File: config.mk
export PLATFORM = sky130hd
export DESIGN_NAME = uart_program_loader_flat
export DESIGN_NICKNAME = d
export VERILOG_FILES = /design/src/rtl/uart_program_loader_pkg.sv /design/src/rtl/uart_program_loader_if.sv /design/src/rtl/uart_program_loader_uart_rx.sv /design/src/rtl/uart_program_loader.sv /design/src/flat_wrapper.sv
export SDC_FILE = /design/constraint.sdc
export NUM_CORES = 1
export LEC_CHECK = 0
export ABC_CLOCK_PERIOD_IN_PS = 4000
export CAP_MARGIN = 20
export CORE_AREA = 2 2 235 121
export DETAILED_ROUTE_END_ITERATION = 6
export DIE_AREA = 0 0 237 123
export HOLD_SLACK_MARGIN = 0.02
export PLACE_DENSITY = 0.56
export SYNTH_ARGS = -nofsm -noshare
export SYNTH_HDL_FRONTEND = slang
export SYNTH_HIERARCHICAL = 1
export SYNTH_SLANG_ARGS = --single-unit
File: constraint.sdc
create_clock -name clk -period 4 [get_ports clk]
set_clock_uncertainty 0.15 [all_clocks]
set_input_delay 0.8 -clock clk [delete_from_list [all_inputs] [get_ports clk]]
set_output_delay 0.8 -clock clk [all_outputs]
set_load 0.05 [all_outputs]
File: src/rtl/uart_program_loader_pkg.sv
// Shared types for the boot-time UART program loader.
// MEM_WORD_WRITE must track the core's mem_write_size encoding.
package uart_program_loader_pkg;

    typedef enum logic [2:0] {
        S_IDLE,
        S_LEN,
        S_DATA,
        S_WRITE,
        S_WAIT_WR,
        S_CHECK,
        S_DONE,
        S_ERROR
    } ld_state_t;

    typedef enum logic [1:0] {
        RX_IDLE,
        RX_START,
        RX_DATA,
        RX_STOP
    } rx_state_t;

    localparam logic [2:0] ERR_NONE     = 3'd0;
    localparam logic [2:0] ERR_FRAMING  = 3'd1;
    localparam logic [2:0] ERR_OVERRUN  = 3'd2;
    localparam logic [2:0] ERR_LENGTH   = 3'd3;
    localparam logic [2:0] ERR_TIMEOUT  = 3'd4;
    localparam logic [2:0] ERR_CHECKSUM = 3'd5;

    localparam logic [1:0] MEM_WORD_WRITE = 2'b11;
    localparam logic [1:0] MEM_NO_WRITE   = 2'b00;

    function automatic logic [31:0] word_addr(
        input logic [31:0] base,
        input logic [15:0] idx
    );
        return base + {14'd0, idx, 2'b00};
    endfunction

endpackage

File: src/rtl/uart_program_loader_if.sv
// Memory write port between the loader (master) and the RAM (slave).
interface uart_program_loader_if;

    logic [31:0] mem_address;
    logic [31:0] mem_write_word;
    logic [1:0]  mem_write_mode;
    logic        mem_done;

    modport master (
        output mem_address,
        output mem_write_word,
        output mem_write_mode,
        input  mem_done
    );

    modport slave (
        input  mem_address,
        input  mem_write_word,
        input  mem_write_mode,
        output mem_done
    );

endinterface

File: src/rtl/uart_program_loader_uart_rx.sv
// 8N1 UART receiver: 2-FF synchroniser, mid-bit sampling,
// one-cycle byte_valid or frame_err at the middle of the stop bit.
module uart_rx
    import uart_program_loader_pkg::*;
#(
    parameter int CLKS_PER_BIT = 434
) (
    input  logic       clk,
    input  logic       rst,
    input  logic       rx,
    output logic [7:0] data,
    output logic       byte_valid,
    output logic       frame_err
);

    localparam int CW = $clog2(CLKS_PER_BIT + 1);

    rx_state_t      state, state_nx;
    logic           rx_meta, rx_sync, rx_prev;
    logic [CW-1:0]  cnt;
    logic [2:0]     bit_idx;
    logic [7:0]     shreg;
    logic           half_tick, full_tick;

    assign half_tick = (cnt == CW'(CLKS_PER_BIT / 2 - 1));
    assign full_tick = (cnt == CW'(CLKS_PER_BIT - 1));
    assign data      = shreg;

    always_ff @(posedge clk or negedge rst) begin
        if (!rst) begin
            rx_meta <= 1'b1;
            rx_sync <= 1'b1;
            rx_prev <= 1'b1;
        end else begin
            rx_meta <= rx;
            rx_sync <= rx_meta;
            rx_prev <= rx_sync;
        end
    end

    always_ff @(posedge clk or negedge rst) begin
        if (!rst) state <= RX_IDLE;
        else      state <= state_nx;
    end

    always_comb begin
        state_nx = state;
        unique case (state)
            RX_IDLE:  if (rx_prev && !rx_sync) state_nx = RX_START;
            RX_START: if (half_tick) state_nx = rx_sync ? RX_IDLE : RX_DATA;
            RX_DATA:  if (full_tick && bit_idx == 3'd7) state_nx = RX_STOP;
            RX_STOP:  if (full_tick) state_nx = RX_IDLE;
            default:  state_nx = RX_IDLE;
        endcase
    end

    // Counter restarts on every state change so DATA ticks land mid-bit
    always_ff @(posedge clk or negedge rst) begin
        if (!rst) begin
            cnt     <= '0;
            bit_idx <= '0;
            shreg   <= '0;
        end else begin
            if (state == RX_IDLE || state != state_nx || full_tick)
                cnt <= '0;
            else
                cnt <= cnt + CW'(1);
            if (state == RX_IDLE)
                bit_idx <= '0;
            else if (state == RX_DATA && full_tick) begin
                shreg   <= {rx_sync, shreg[7:1]};
                bit_idx <= bit_idx + 3'd1;
            end
        end
    end

    always_comb begin
        byte_valid = 1'b0;
        frame_err  = 1'b0;
        if (state == RX_STOP && full_tick) begin
            byte_valid = rx_sync;
            frame_err  = !rx_sync;
        end
    end

endmodule

File: src/rtl/uart_program_loader.sv
// Boot loader: length-prefixed image over UART, written word by word
// into memory, closed by an XOR checksum byte.
module uart_program_loader
    import uart_program_loader_pkg::*;
#(
    parameter int          CLK_HZ         = 50_000_000,
    parameter int          BAUD           = 115_200,
    parameter logic [31:0] BASE_ADDR      = 32'h0,
    parameter int          MAX_WORDS      = 32768,
    parameter int          TIMEOUT_CYCLES = 1024
) (
    input  logic                         clk,
    input  logic                         rst,
    input  logic                         rx,
    input  logic                         arm,
    uart_program_loader_if.master        mem,
    output logic                         busy,
    output logic                         load_complete,
    output logic                         load_error,
    output logic [2:0]                   error_code,
    output logic [15:0]                  words_loaded
);

    localparam int CLKS_PER_BIT = CLK_HZ / BAUD;
    localparam int TW = $clog2(TIMEOUT_CYCLES + 1);

    ld_state_t     state, state_nx;
    logic [7:0]    rx_byte, hold_byte, csum;
    logic          rx_valid, rx_ferr, hold_full;
    logic [1:0]    byte_idx;
    logic [31:0]   len, asm_word, len_nx, word_nx;
    logic [TW-1:0] timer;
    logic          consume, in_session, overrun, timeout, last_word;
    logic [2:0]    err_nx;

    uart_rx #(.CLKS_PER_BIT(CLKS_PER_BIT)) u_rx (
        .clk        (clk),
        .rst        (rst),
        .rx         (rx),
        .data       (rx_byte),
        .byte_valid (rx_valid),
        .frame_err  (rx_ferr)
    );

    assign in_session = state inside {S_LEN, S_DATA, S_WRITE,
                                      S_WAIT_WR, S_CHECK};
    assign consume    = hold_full && (state inside {S_LEN, S_DATA, S_CHECK});
    assign overrun    = rx_valid && hold_full && !consume;
    assign timeout    = state == S_WAIT_WR && !mem.mem_done
                     && timer == TW'(TIMEOUT_CYCLES - 1);
    assign len_nx     = {hold_byte, len[31:8]};
    assign word_nx    = {hold_byte, asm_word[31:8]};
    assign last_word  = ({16'd0, words_loaded} + 32'd1) >= len;

    always_comb begin
        err_nx = ERR_NONE;
        if (in_session) begin
            if (rx_ferr)
                err_nx = ERR_FRAMING;
            else if (overrun)
                err_nx = ERR_OVERRUN;
            else if (timeout)
                err_nx = ERR_TIMEOUT;
            else if (consume && state == S_LEN && byte_idx == 2'd3
                     && len_nx > 32'(MAX_WORDS))
                err_nx = ERR_LENGTH;
            else if (consume && state == S_CHECK && hold_byte != csum)
                err_nx = ERR_CHECKSUM;
        end
    end

    always_ff @(posedge clk or negedge rst) begin
        if (!rst) state <= S_IDLE;
        else      state <= state_nx;
    end

    always_comb begin
        state_nx = state;
        if (err_nx != ERR_NONE)
            state_nx = S_ERROR;
        else begin
            unique case (state)
                S_IDLE:    if (arm) state_nx = S_LEN;
                S_LEN:     if (consume && byte_idx == 2'd3)
                               state_nx = (len_nx == 32'd0) ? S_CHECK : S_DATA;
                S_DATA:    if (consume && byte_idx == 2'd3) state_nx = S_WRITE;
                S_WRITE:   state_nx = S_WAIT_WR;
                S_WAIT_WR: if (mem.mem_done)
                               state_nx = last_word ? S_CHECK : S_DATA;
                S_CHECK:   if (consume) state_nx = S_DONE;
                default:   state_nx = state;
            endcase
        end
    end

    // Bytes landing during WRITE/WAIT_WR stay parked until DATA/CHECK
    always_ff @(posedge clk or negedge rst) begin
        if (!rst) begin
            hold_byte     <= '0;
            hold_full     <= 1'b0;
            byte_idx      <= '0;
            csum          <= '0;
            len           <= '0;
            asm_word      <= '0;
            timer         <= '0;
            words_loaded  <= '0;
            load_complete <= 1'b0;
            load_error    <= 1'b0;
            error_code    <= ERR_NONE;
        end else begin
            if (rx_valid && in_session)
                hold_byte <= rx_byte;
            hold_full <= (rx_valid && in_session) || (hold_full && !consume);
            if (state == S_IDLE) begin
                byte_idx     <= '0;
                csum         <= '0;
                words_loaded <= '0;
            end
            if (consume && state != S_CHECK)
                byte_idx <= byte_idx + 2'd1;
            if (consume && state == S_LEN)
                len <= len_nx;
            if (consume && state == S_DATA) begin
                asm_word <= word_nx;
                csum     <= csum ^ hold_byte;
            end
            timer <= (state == S_WAIT_WR) ? timer + TW'(1) : '0;
            if (state == S_WAIT_WR && mem.mem_done && err_nx == ERR_NONE
                && words_loaded != 16'hFFFF)
                words_loaded <= words_loaded + 16'd1;
            if (err_nx != ERR_NONE) begin
                load_error <= 1'b1;
                error_code <= err_nx;
            end
            if (state == S_CHECK && consume && err_nx == ERR_NONE)
                load_complete <= 1'b1;
        end
    end

    always_comb begin
        busy               = !(state inside {S_IDLE, S_DONE, S_ERROR});
        mem.mem_address    = '0;
        mem.mem_write_word = '0;
        mem.mem_write_mode = MEM_NO_WRITE;
        if (state == S_WRITE || state == S_WAIT_WR) begin
            mem.mem_address    = word_addr(BASE_ADDR, words_loaded);
            mem.mem_write_word = asm_word;
            mem.mem_write_mode = MEM_WORD_WRITE;
        end
    end

endmodule

File: src/flat_wrapper.sv
// flat-port wrapper written by rule: the top's interface ports become plain ports
module uart_program_loader_flat import uart_program_loader_pkg::*;
#(
    parameter int          CLK_HZ         = 50_000_000,
    parameter int          BAUD           = 115_200,
    parameter logic [31:0] BASE_ADDR      = 32'h0,
    parameter int          MAX_WORDS      = 32768,
    parameter int          TIMEOUT_CYCLES = 1024
)
  (clk, rst, rx, arm, busy, load_complete, load_error, error_code, words_loaded, mem_mem_address, mem_mem_write_word, mem_mem_write_mode, mem_mem_done);
  uart_program_loader_if mem_i ();
  input  logic clk;
  input  logic rst;
  input  logic rx;
  input  logic arm;
  output logic busy;
  output logic load_complete;
  output logic load_error;
  output logic [2:0] error_code;
  output logic [15:0] words_loaded;
  output wire logic [$bits(mem_i.mem_address)-1:0] mem_mem_address;
  output wire logic [$bits(mem_i.mem_write_word)-1:0] mem_mem_write_word;
  output wire logic [$bits(mem_i.mem_write_mode)-1:0] mem_mem_write_mode;
  input wire logic [$bits(mem_i.mem_done)-1:0] mem_mem_done;
  assign mem_mem_address = mem_i.mem_address;
  assign mem_mem_write_word = mem_i.mem_write_word;
  assign mem_mem_write_mode = mem_i.mem_write_mode;
  assign mem_i.mem_done = mem_mem_done;
  uart_program_loader #(.CLK_HZ(CLK_HZ), .BAUD(BAUD), .BASE_ADDR(BASE_ADDR), .MAX_WORDS(MAX_WORDS), .TIMEOUT_CYCLES(TIMEOUT_CYCLES)) u_core (.clk(clk), .rst(rst), .rx(rx), .arm(arm), .mem(mem_i), .busy(busy), .load_complete(load_complete), .load_error(load_error), .error_code(error_code), .words_loaded(words_loaded));
endmodule
**Word level (Yosys, flattened, before mapping)**

Index checks and enable logic that the tools add are counted.

- $add $sub $neg: 6
- $lt $le $gt $ge: 2
- Eq/ne operators: 24
- Mux-type cells: 36
- Bitwise logic cells: 2
- Reductions and logical operators: 46

Operators by type and width:

| cell | count |
|---|---|
| two-way mux 3 bit | 16 |
| greater-or-equal comparator 32 bit | 1 |
| greater-than comparator 32 x 16 -> 1 bit, second input constant | 1 |
| logical NOT 32 bit | 1 |
| two-way mux 16 bit | 2 |
| two-way mux 32 bit | 1 |
| logical AND 1 bit | 23 |
| two-way mux 18 bit | 1 |
| one-hot mux 3 bit (6 select lines) | 1 |
| adder 16 x 1 -> 17 bit, second input constant | 1 |
| adder 16 x 1 -> 16 bit, second input constant | 1 |
| two-way mux 2 bit | 8 |
| two-way mux 8 bit | 2 |
| != test 16 bit, second input constant | 1 |
| == test 3 bit, second input constant | 5 |
| adder 11 x 1 -> 11 bit, second input constant | 1 |
| == test 11 x 10 -> 1 bit, second input constant | 1 |
| two-way mux 11 bit | 1 |
| adder 9 x 1 -> 9 bit, second input constant | 1 |
| == test 9 x 8 -> 1 bit, second input constant | 1 |
| == test 9 bit, second input constant | 1 |
| two-way mux 9 bit | 1 |
| != test 3 x 2 -> 1 bit, second input constant | 3 |
| != test 3 bit, second input constant | 3 |
| other kinds (22) | 38 |

- Register bits: 143

**Logic depth before layout (Yosys ltp)**

Gate-level depths: netlist of the first run.

- Word-level depth: 15
- Gate-level depth with buffers: 13

**Cells and area by module**

Netlist of the first run, hierarchy kept.

By module, submodules not included:

| module | instances | cells an instance | area each (µm²) |
|---|---|---|---|
| uart_program_loader | 1 | 688 | 6372.4 |
| uart_rx | 1 | 103 | 1161.1 |

**Worst setup path after synthesis of the first run**

Ideal clock, no wire load.

- Kind: reg-to-reg
- From: reg u_core.words_loaded[0]
- To: reg u_core.state[1]
- Setup time: 0.136 ns
- Arrival: 3.454 ns
- Required time: 3.714 ns
- Path slack: 0.260 ns
- Cell stages (with the launch flop): 13
- Path buffers: 1
- Period minus slack after synthesis: 3.740 ns
- Cell sequence: dfrtp_1 ha_1 nand3_4 or4_4 buf_6 xnor2_1 ha_1 and4_1 nand4_1 o41ai_1 o31ai_1 a2111oi_0 nor3_1

- Longest elaborated chain between the ends: 6

RTL lines:

| element | line | RTL |
|---|---|---|
| start: declaration | uart_program_loader.sv:21 | `output logic [15:0] words_loaded` |
| start signal: assignment | uart_program_loader.sv:130 | `words_loaded <= words_loaded + 16'd1;` |
| adder 16 x 1 -> 17 bit | uart_program_loader.sv:53 | `assign last_word = ({16'd0, words_loaded} + 32'd1) >= len;` |
| greater-or-equal comparator 32 bit | uart_program_loader.sv:53 |  |
| two-way mux 3 bit | uart_program_loader.sv:89 | `state_nx = last_word ? S_CHECK : S_DATA;` |
| two-way mux 3 bit | uart_program_loader.sv:88 | `S_WAIT_WR: if (mem.mem_done)` |
| one-hot mux 3 bit (6 select lines) | uart_program_loader.sv:82 | `unique case (state)` |
| two-way mux 3 bit | uart_program_loader.sv:79 | `if (err_nx != ERR_NONE)` |
| end signal: assignment | uart_program_loader.sv:74 | `else state <= state_nx;` |
| end: declaration | uart_program_loader.sv:27 | `ld_state_t state, state_nx;` |

No other way between the ends. The select of a mux whose other input is x is not followed.
A chain may end at the register's enable or synchronous reset.

**Worst setup path after layout of the first run**

Ends and elaborated chain as after synthesis.

==> summary.txt, run 1 <==
Pwr
  • Combinational Power Share: 0.126
  • Pleak: 0.004578 uW
  • Flop pwr share: 0.421
  • Sw Pwr: 979.9 uW
  • Pwr Density: 382.8 nW/um^2
  • Clock Power Share: 0.453
  • Sw Ratio: 0.2623
  • Worst VDD drop: 0.0001777 V
  • Power Internal: 2756 uW

Worst setup path
  • Critical Path Max Stage Delay: 620 ps
  • Critical-path cell list: ha_2, nand3_4, or4_4, xnor2_1, ha_1, and4_1, nand4_1, o41ai_1, o31ai_1, a2111oi_1, nor3_1
  • Worst Path Buf+Inv: 0
  • Crit-path slowest cell: or4_4
  • Kind of critical path: register to register
  • Crit end category: register
  • Critical path's top delay family: simple AND/OR/NAND/NOR gates
  • CP max FO: 7
  • FF-to-FF path depth: 11
  • Worst path depth: 11
  • Startpoint types: register
  • Worst Path Arrival: 3820 ps
  • WP data required: 4140 ps

Timing
  • Final setup fails: 0
  • Slew Viols, Final: 0
  • Period utilization: 0.9210
  • Min Tclk post-route: 3684 ps
  • Worst-Margin Slew: 1028 ps
  • Peak Freq: 271.4 MHz
  • Unrepaired setup endpoints after global routing: false
  • Hold Vio Cnt, Final: 0
  • Slew HR: 0.2970
  • Setup TNS Final: 0 ps

Floorplan
  • Site Rows: 43
  • Die area: 29,150 sq um
  • Core area: 27,170 sq um
  • Num ports: 93
  • Initial Utilization: 0.2773
  • DIE WIDTH: 237 um
  • Die Y-Extent: 123 um

Clock tree
  • TritonCTS Buffers: 17
  • CTS tree: done
  • Root buf cell: clkbuf_16
  • Clock Latency Late Sink: 420 ps
  • Worst-path clk slew: 60 ps
  • H-Tree Depth: 4
  • Clock Sink Count: 143
  • Post CTS Setup Buffer Count: 0
  • Clk buf depth: 2

Yosys
  • Synth Cell Area: 7533 sq um
  • Syn Area/Cell: 9.524 sq um
  • Post-synth EDFFs: 0
  • Simple-Gate Fraction of Synth Area: 0.2393
  • Post-Syn Instances: 791
  • Yosys top cell by area: dfrtp_1
  • Ys async rst share: 1.000
  • Post-synth top area share: 0.4650
  • Distinct cells, synth: 69
  • Register bit count reported by yosys: 143
  • Register area share after synthesis: 0.4755
  • Most common flop cell mapped by yosys: dfrtp_1
  • Xor and xnor area share after synthesis: 0.04302
  • Complex-gate fraction of the synthesized area: 0.09317
  • Warnings, synthesis: 6
  • Adder-cell share of the synthesized area: 0.04418
  • Main combinational cell family by area after synthesis: simple AND/OR/NAND/NOR gates
  • Mux share of post-synthesis cell area: 0.05066
  • Top cells by area, synth: dfrtp_1 (47%), nand2_1 (7.6%), mux2_2 (4.8%), and2_1 (4.6%), ha_1 (4.2%)

Route
  • Drt pass-1 iters: 5
  • Routed len/inst: 15.91 um
  • ANT nets after route: 0
  • DRC: 0
  • Total wire length: 19,610 um
  • Vias: 5,727
  • Via density: 4.649
  • Initial DRC count: 502

Placed design
  • Detail Placement HPWL: 14,180 um
  • Gpl congestion: 0.8556
  • Placed cell count: 1,200
  • PortBufs: 76

Run status
  • Status: finished, final reports clean

Worst hold path
  • HP Class: primary input to asynchronous set/reset pin

Global route
  • Largest net degree at the start of global routing: 112
  • Number of global-route vias before repair: 5,402
  • Global-route wire length before repair: 31,550 um
  • GR Overflow Total: 0
  • Total track usage: 0.1411
  • Initial antenna violation count: 0

Job
  • # Max-Cap Violations: 0

Cells and area
  • FILL cells: 2,690
  • Synthesis-to-finish area growth: 29.53%
  • Ratio of cells with drive above 1 in the final layout: 0.1711
  • Non-Filler Instances: 1,232
  • Nets: 889
-- routing by layer --
layer	track usage	wire, um	up-vias
met5	0	0	-
met4	0.03521	121	0
met3	0.04197	1183	13
met2	0.1750	7471	130
met1	0.2271	10830	2769
li1	-	-	2815
-- flip-flops by register name, summed over array words and instances (netlist names) --
name and cells:
u_core/u_rx/cnt 9, u_core/csum 8, u_core/u_rx/state 2, u_core/len 32
u_core/hold_full 1, u_core/asm_word 32, u_core/state 3, u_core/timer 11
u_core/u_rx/rx_sync 1, u_core/u_rx/bit_idx 3, u_core/u_rx/rx_prev 1, u_core/hold_byte 8
u_core/load_error 1, u_core/u_rx/rx_meta 1, u_core/byte_idx 2, u_core/words_loaded 16
u_core/error_code 3, u_core/load_complete 1, u_core/u_rx/data 8
-- power groups by stage --
stage	combinational (uW)	sequential, uW	clock [uW]
6_report	471	1570	1690
4_1_cts	470	1570	1730
2_1_floorplan	275	1640	0
5_1_grt	518	1580	1800
3_5_place_dp	469	1590	0
3_3_place_gp	468	1590	0
-- Yosys cell counts, types with 4 or more instances --
cell type	number
dfrtp_1	140
and2_1	55
o21ai_0	39
nand4_1	8
xnor2_1	19
nor3_1	18
clkbuf_1	28
buf_4	18
buf_2	5
and3_1	9
xor2_1	18
a21o_1	6
nand3_1	22
nor2_1	53
buf_1	4
inv_1	23
nor2b_1	4
mux2_2	32
a21oi_1	9
ha_1	25
nand2b_1	5
nor4_1	13
a221o_1	11
nand2_1	153
-- final timing paths --
path	slack, ps	startpoint	endpoint
max	320	u_core/words_loaded[0]$_DFFE_PN0P_	u_core/state[1]$_DFFE_PN0P_
min	110	rst	u_core/asm_word[0]$_DFFE_PN0P_
max reg2reg	320	u_core/words_loaded[0]$_DFFE_PN0P_	u_core/state[1]$_DFFE_PN0P_
min reg2reg	210	u_core/u_rx/rx_meta$_DFF_PN1_	u_core/u_rx/rx_sync$_DFF_PN1_
max in group asynchronous	2680	rst	u_core/u_rx/cnt[4]$_DFF_PN0_
min in group clk	210	u_core/u_rx/rx_meta$_DFF_PN1_	u_core/u_rx/rx_sync$_DFF_PN1_
-- what timing repair did --
action                     4_1_cts  5_1_grt
gates resized for setup          0        2
setup endpoints to repair        0        1
hold buffers                     0        0
-- cell type report --
type	count	area (sq um)	area share
flip-flops and latches	143	3582	0.3671
diodes	1	2.502	0.0002564
multi-input cells	581	3607	0.3697
well taps	360	450.4	0.04616
inverters	24	90.09	0.009232
clock buffers	21	470.5	0.04821
repair buffers	92	1395	0.1430
clock inverters	10	160.2	0.01641
-- per-stage QoR --
step                utilization  power [uW]  area (sq um)  setup slack [ps]  hold WS, ps
global placement         0.3357        2059          9121             353.1        209.2
CTS                      0.3589        3773          9752             239.5        104.3
floorplan                     -        1914          7590             259.9        195.2
global route             0.3591        3902          9756             22.09        111.8
finish                   0.3592        3736          9758             315.8        109.8
detailed placement       0.3357        2064          9121             253.6        200.0
-- cells in the final DEF (no fill, tap or decap), types with 4 or more instances in the layout --
cell type,count
nor2_1,53
clkbuf_16,17
and2_1,55
clkdlybuf4s50_1,25
buf_4,15
nand2b_1,5
ha_1,24
mux2_2,32
nor2b_1,4
inv_1,23
a221o_1,11
conb_1,16
xnor2_1,19
o21ai_0,39
xor2_1,18
dfrtp_1,140
a21oi_1,9
nand4_1,8
nor3_1,18
and3_1,9
nand3_1,22
nand2_1,153
buf_12,51
nor4_1,13
bufinv_16,4
a21o_1,6
-- logic make-up after synthesis --
group	Yosys count
simple gates	367
xor+xnor	37
other cells	1
buf+inv	82
compound gates	100
flops	143
fa+ha+maj	27
mux	34
Power figures use the tool's default switching activity.
==> run 2: changes to the inputs <==
--- a/config.mk
+++ b/config.mk
@@ -12,6 +12,7 @@
 export DIE_AREA = 0 0 237 123
 export HOLD_SLACK_MARGIN = 0.02
 export PLACE_DENSITY = 0.56
+export SLEW_MARGIN = 20
 export SYNTH_ARGS = -nofsm -noshare
 export SYNTH_HDL_FRONTEND = slang
 export SYNTH_HIERARCHICAL = 1
==> results of run 2 <==
Same layout as run 1: the final DEF is identical, and so are final timing and power.
==> run 3: changes to the inputs <==
--- a/config.mk
+++ b/config.mk
@@ -7,11 +7,13 @@
 export LEC_CHECK = 0
 export ABC_CLOCK_PERIOD_IN_PS = 4000
 export CAP_MARGIN = 20
+export CELL_PAD_IN_SITES_DETAIL_PLACEMENT = 1
+export CELL_PAD_IN_SITES_GLOBAL_PLACEMENT = 1
 export CORE_AREA = 2 2 235 121
 export DETAILED_ROUTE_END_ITERATION = 6
 export DIE_AREA = 0 0 237 123
 export HOLD_SLACK_MARGIN = 0.02
-export PLACE_DENSITY = 0.56
+export PLACE_DENSITY = 0.66
 export SLEW_MARGIN = 20
 export SYNTH_ARGS = -nofsm -noshare
 export SYNTH_HDL_FRONTEND = slang
==> run 3 against run 2 <==
Effect of this change:
- wire length up 7.9%
- die area unchanged
- worst hold slack better by 97 ps
- utilization down 0.41 points
- flip-flop and latch count unchanged
- sequential share of layout area up 0.44 points
- combinational power about the same
==> summary.txt, run 3 (same netlist as run 1, synthesis figures left out) <==
Placed design
  • Gpl congestion: 0.8216
  • PortBufs: 76
  • Detail Placement HPWL: 15,520 um
  • Placed instance area: 9011 sq um
  • Place WS: 162.5 ps

Route
  • Via density: 4.761
  • Uppermost layer routed: met4
  • Metal2 WL: 8563 um
  • Routed len/inst: 17.14 um
  • Initial DRC count: 395
  • Total wire length: 21,160 um
  • Met3 wire len: 874 um
  • Met1 wire length: 11,570 um
  • Vias: 5,875
  • DRC: 0
  • Drt pass-1 iters: 5
  • ANT nets after route: 0

Pwr
  • Sw Ratio: 0.2756
  • Pleak: 0.004549 uW
  • Pwr Density: 386.3 nW/um^2
  • Flop pwr share: 0.423
  • Power Internal: 2699 uW
  • Sw Pwr: 1027 uW
  • Total power: 3726 uW
  • Combinational Power Share: 0.127
  • Clock Power Share: 0.450
  • Worst VDD drop: 0.0003003 V

Floorplan
  • Core area: 27,170 sq um
  • Num ports: 93
  • Die area: 29,150 sq um
  • Site Rows: 43
  • Initial Utilization: 0.2773
  • Die Y-Extent: 123 um
  • DIE WIDTH: 237 um

Global route
  • GR Overflow Total: 0
  • Number of global-route vias before repair: 5,964
  • Largest net degree at the start of global routing: 71
  • Global-route wire length before repair: 34,330 um
  • Initial antenna violation count: 0
  • Total track usage: 0.1541

Worst setup path
  • WP data required: 4150 ps
  • Worst Path Arrival: 3850 ps
  • Startpoint types: register
  • Worst Path Buf+Inv: 0
  • CP max FO: 7
  • Kind of critical path: register to register
  • Critical path's top delay family: simple AND/OR/NAND/NOR gates
  • Crit Reg-Reg Startpoint: u_core/words_loaded[0]$_DFFE_PN0P_
  • Critical-path cell list: ha_2, nand3_4, or4_4, xnor2_1, ha_1, and4_1, nand4_1, o41ai_1, o31ai_1, a2111oi_2, nor3_1
  • Crit-path slowest cell: or4_4
  • Crit. Startpoint: u_core/words_loaded[0]$_DFFE_PN0P_
  • Crit end category: register
  • Critical Path Max Stage Delay: 610 ps

Cells and area
  • Top Registers: u_core/asm_word: 32 flops, u_core/len: 32 flops, u_core/words_loaded: 16 flops
  • Final Cell Area: 9646 sq um
  • Antenna Cells: 0
  • Commonest non-fill, non-tap cell in the layout: nand2_1
  • Post-layout util: 0.3550
  • Nets: 891
  • Ratio of cells with drive above 1 in the final layout: 0.1773
  • Most frequent cells in the layout: nand2_1 (153), dfrtp_1 (139), and2_1 (55)
  • Synthesis-to-finish area growth: 28.04%

Timing
  • Setup TNS Final: 0 ps
  • Final setup fails: 0
  • Unrepaired setup endpoints after global routing: false
  • Period utilization: 0.9258
  • Min Tclk post-route: 3703 ps
  • Slew HR: 0.4061
  • Slew Viols, Final: 0
  • Hold Vio Cnt, Final: 0
  • Worst-Margin Slew: 882.7 ps
  • Peak Freq: 270.0 MHz
  • Final worst slack: 296.9 ps

Clock tree
  • TritonCTS Buffers: 17
  • Hold_buf cts: 0
  • Root buf cell: clkbuf_16
  • Clk buf depth: 2
  • Worst-path clk slew: 60 ps
  • Clock Latency Late Sink: 430 ps
  • CTS tree: done
  • H-Tree Depth: 4
  • Clock Sink Count: 143

Worst hold path
  • HP Class: register to register
  • Min-Delay Startpoint: u_core/u_rx/rx_meta$_DFF_PN1_

Job
  • # Max-Cap Violations: 0

Run status
  • Status: finished, final reports clean
==> run 3: cell count changes in the layout (fill, tap and decap cells not counted), moves of 2 or more <==
cell        delta
buf_12        -10
buf_4         +12
clkinvlp_4     +2
inv_6          +2
==> run 3: worst paths after layout <==
| path | end | slack, ps | cells past startpoint |
|---|---|---|---|
| setup / recovery | u_core/state[1]$_DFFE_PN0P_ | 300 | 11 |
| hold / removal | u_core/u_rx/rx_sync$_DFF_PN1_ | 210 | 0 |
| setup reg to reg | u_core/state[1]$_DFFE_PN0P_ | 300 | 11 |
| hold reg to reg | u_core/u_rx/rx_sync$_DFF_PN1_ | 210 | 0 |
| max in group asynchronous | u_core/len[8]$_DFFE_PN0P_ | 2650 | 2 |
| min in group asynchronous | u_core/asm_word[0]$_DFFE_PN0P_ | 220 | 1 |
==> run 3: stage by stage <==
stage	instances	hold WS, ps
global placement	1202	198.1
global route	1234	209.0
finish	1234	207.3
CTS	1234	208.4
floorplan	806	195.2
detailed placement	1202	199.3
==> run 3: what timing repair did <==
action / CTS / global route
gates resized for setup: 0 / 4
setup buffers: 0 / 0
setup endpoints to repair: 0 / 1
==> run 3: power by group through the flow <==
stage                     Sequential (uW)  Clock [uW]  Combinational [uW]
after floorplan                      1640           0                 275
after global placement               1600           0                 463
after detailed placement             1600           0                 472
after CTS                            1570        1730                 473
after global routing                 1590        1790                 531
final                                1580        1680                 474
==> run 3: layer usage <==
metal  up-vias  GRT usage
li1       2810          -
met1      2953     0.2389
met2       100     0.2110
met3        12    0.03639
met4         0    0.03758
met5         -          0
==> run 3: layout make-up <==
class | count | area, sq um
inverters | 24 | 90.09
clock buffers | 20 | 466.7
well taps | 360 | 450.4
flip-flops and latches | 143 | 3583
clock inverters | 12 | 157.7
repair buffers | 94 | 1285
fillers | 3036 | 17520
multi-input cells | 581 | 3612
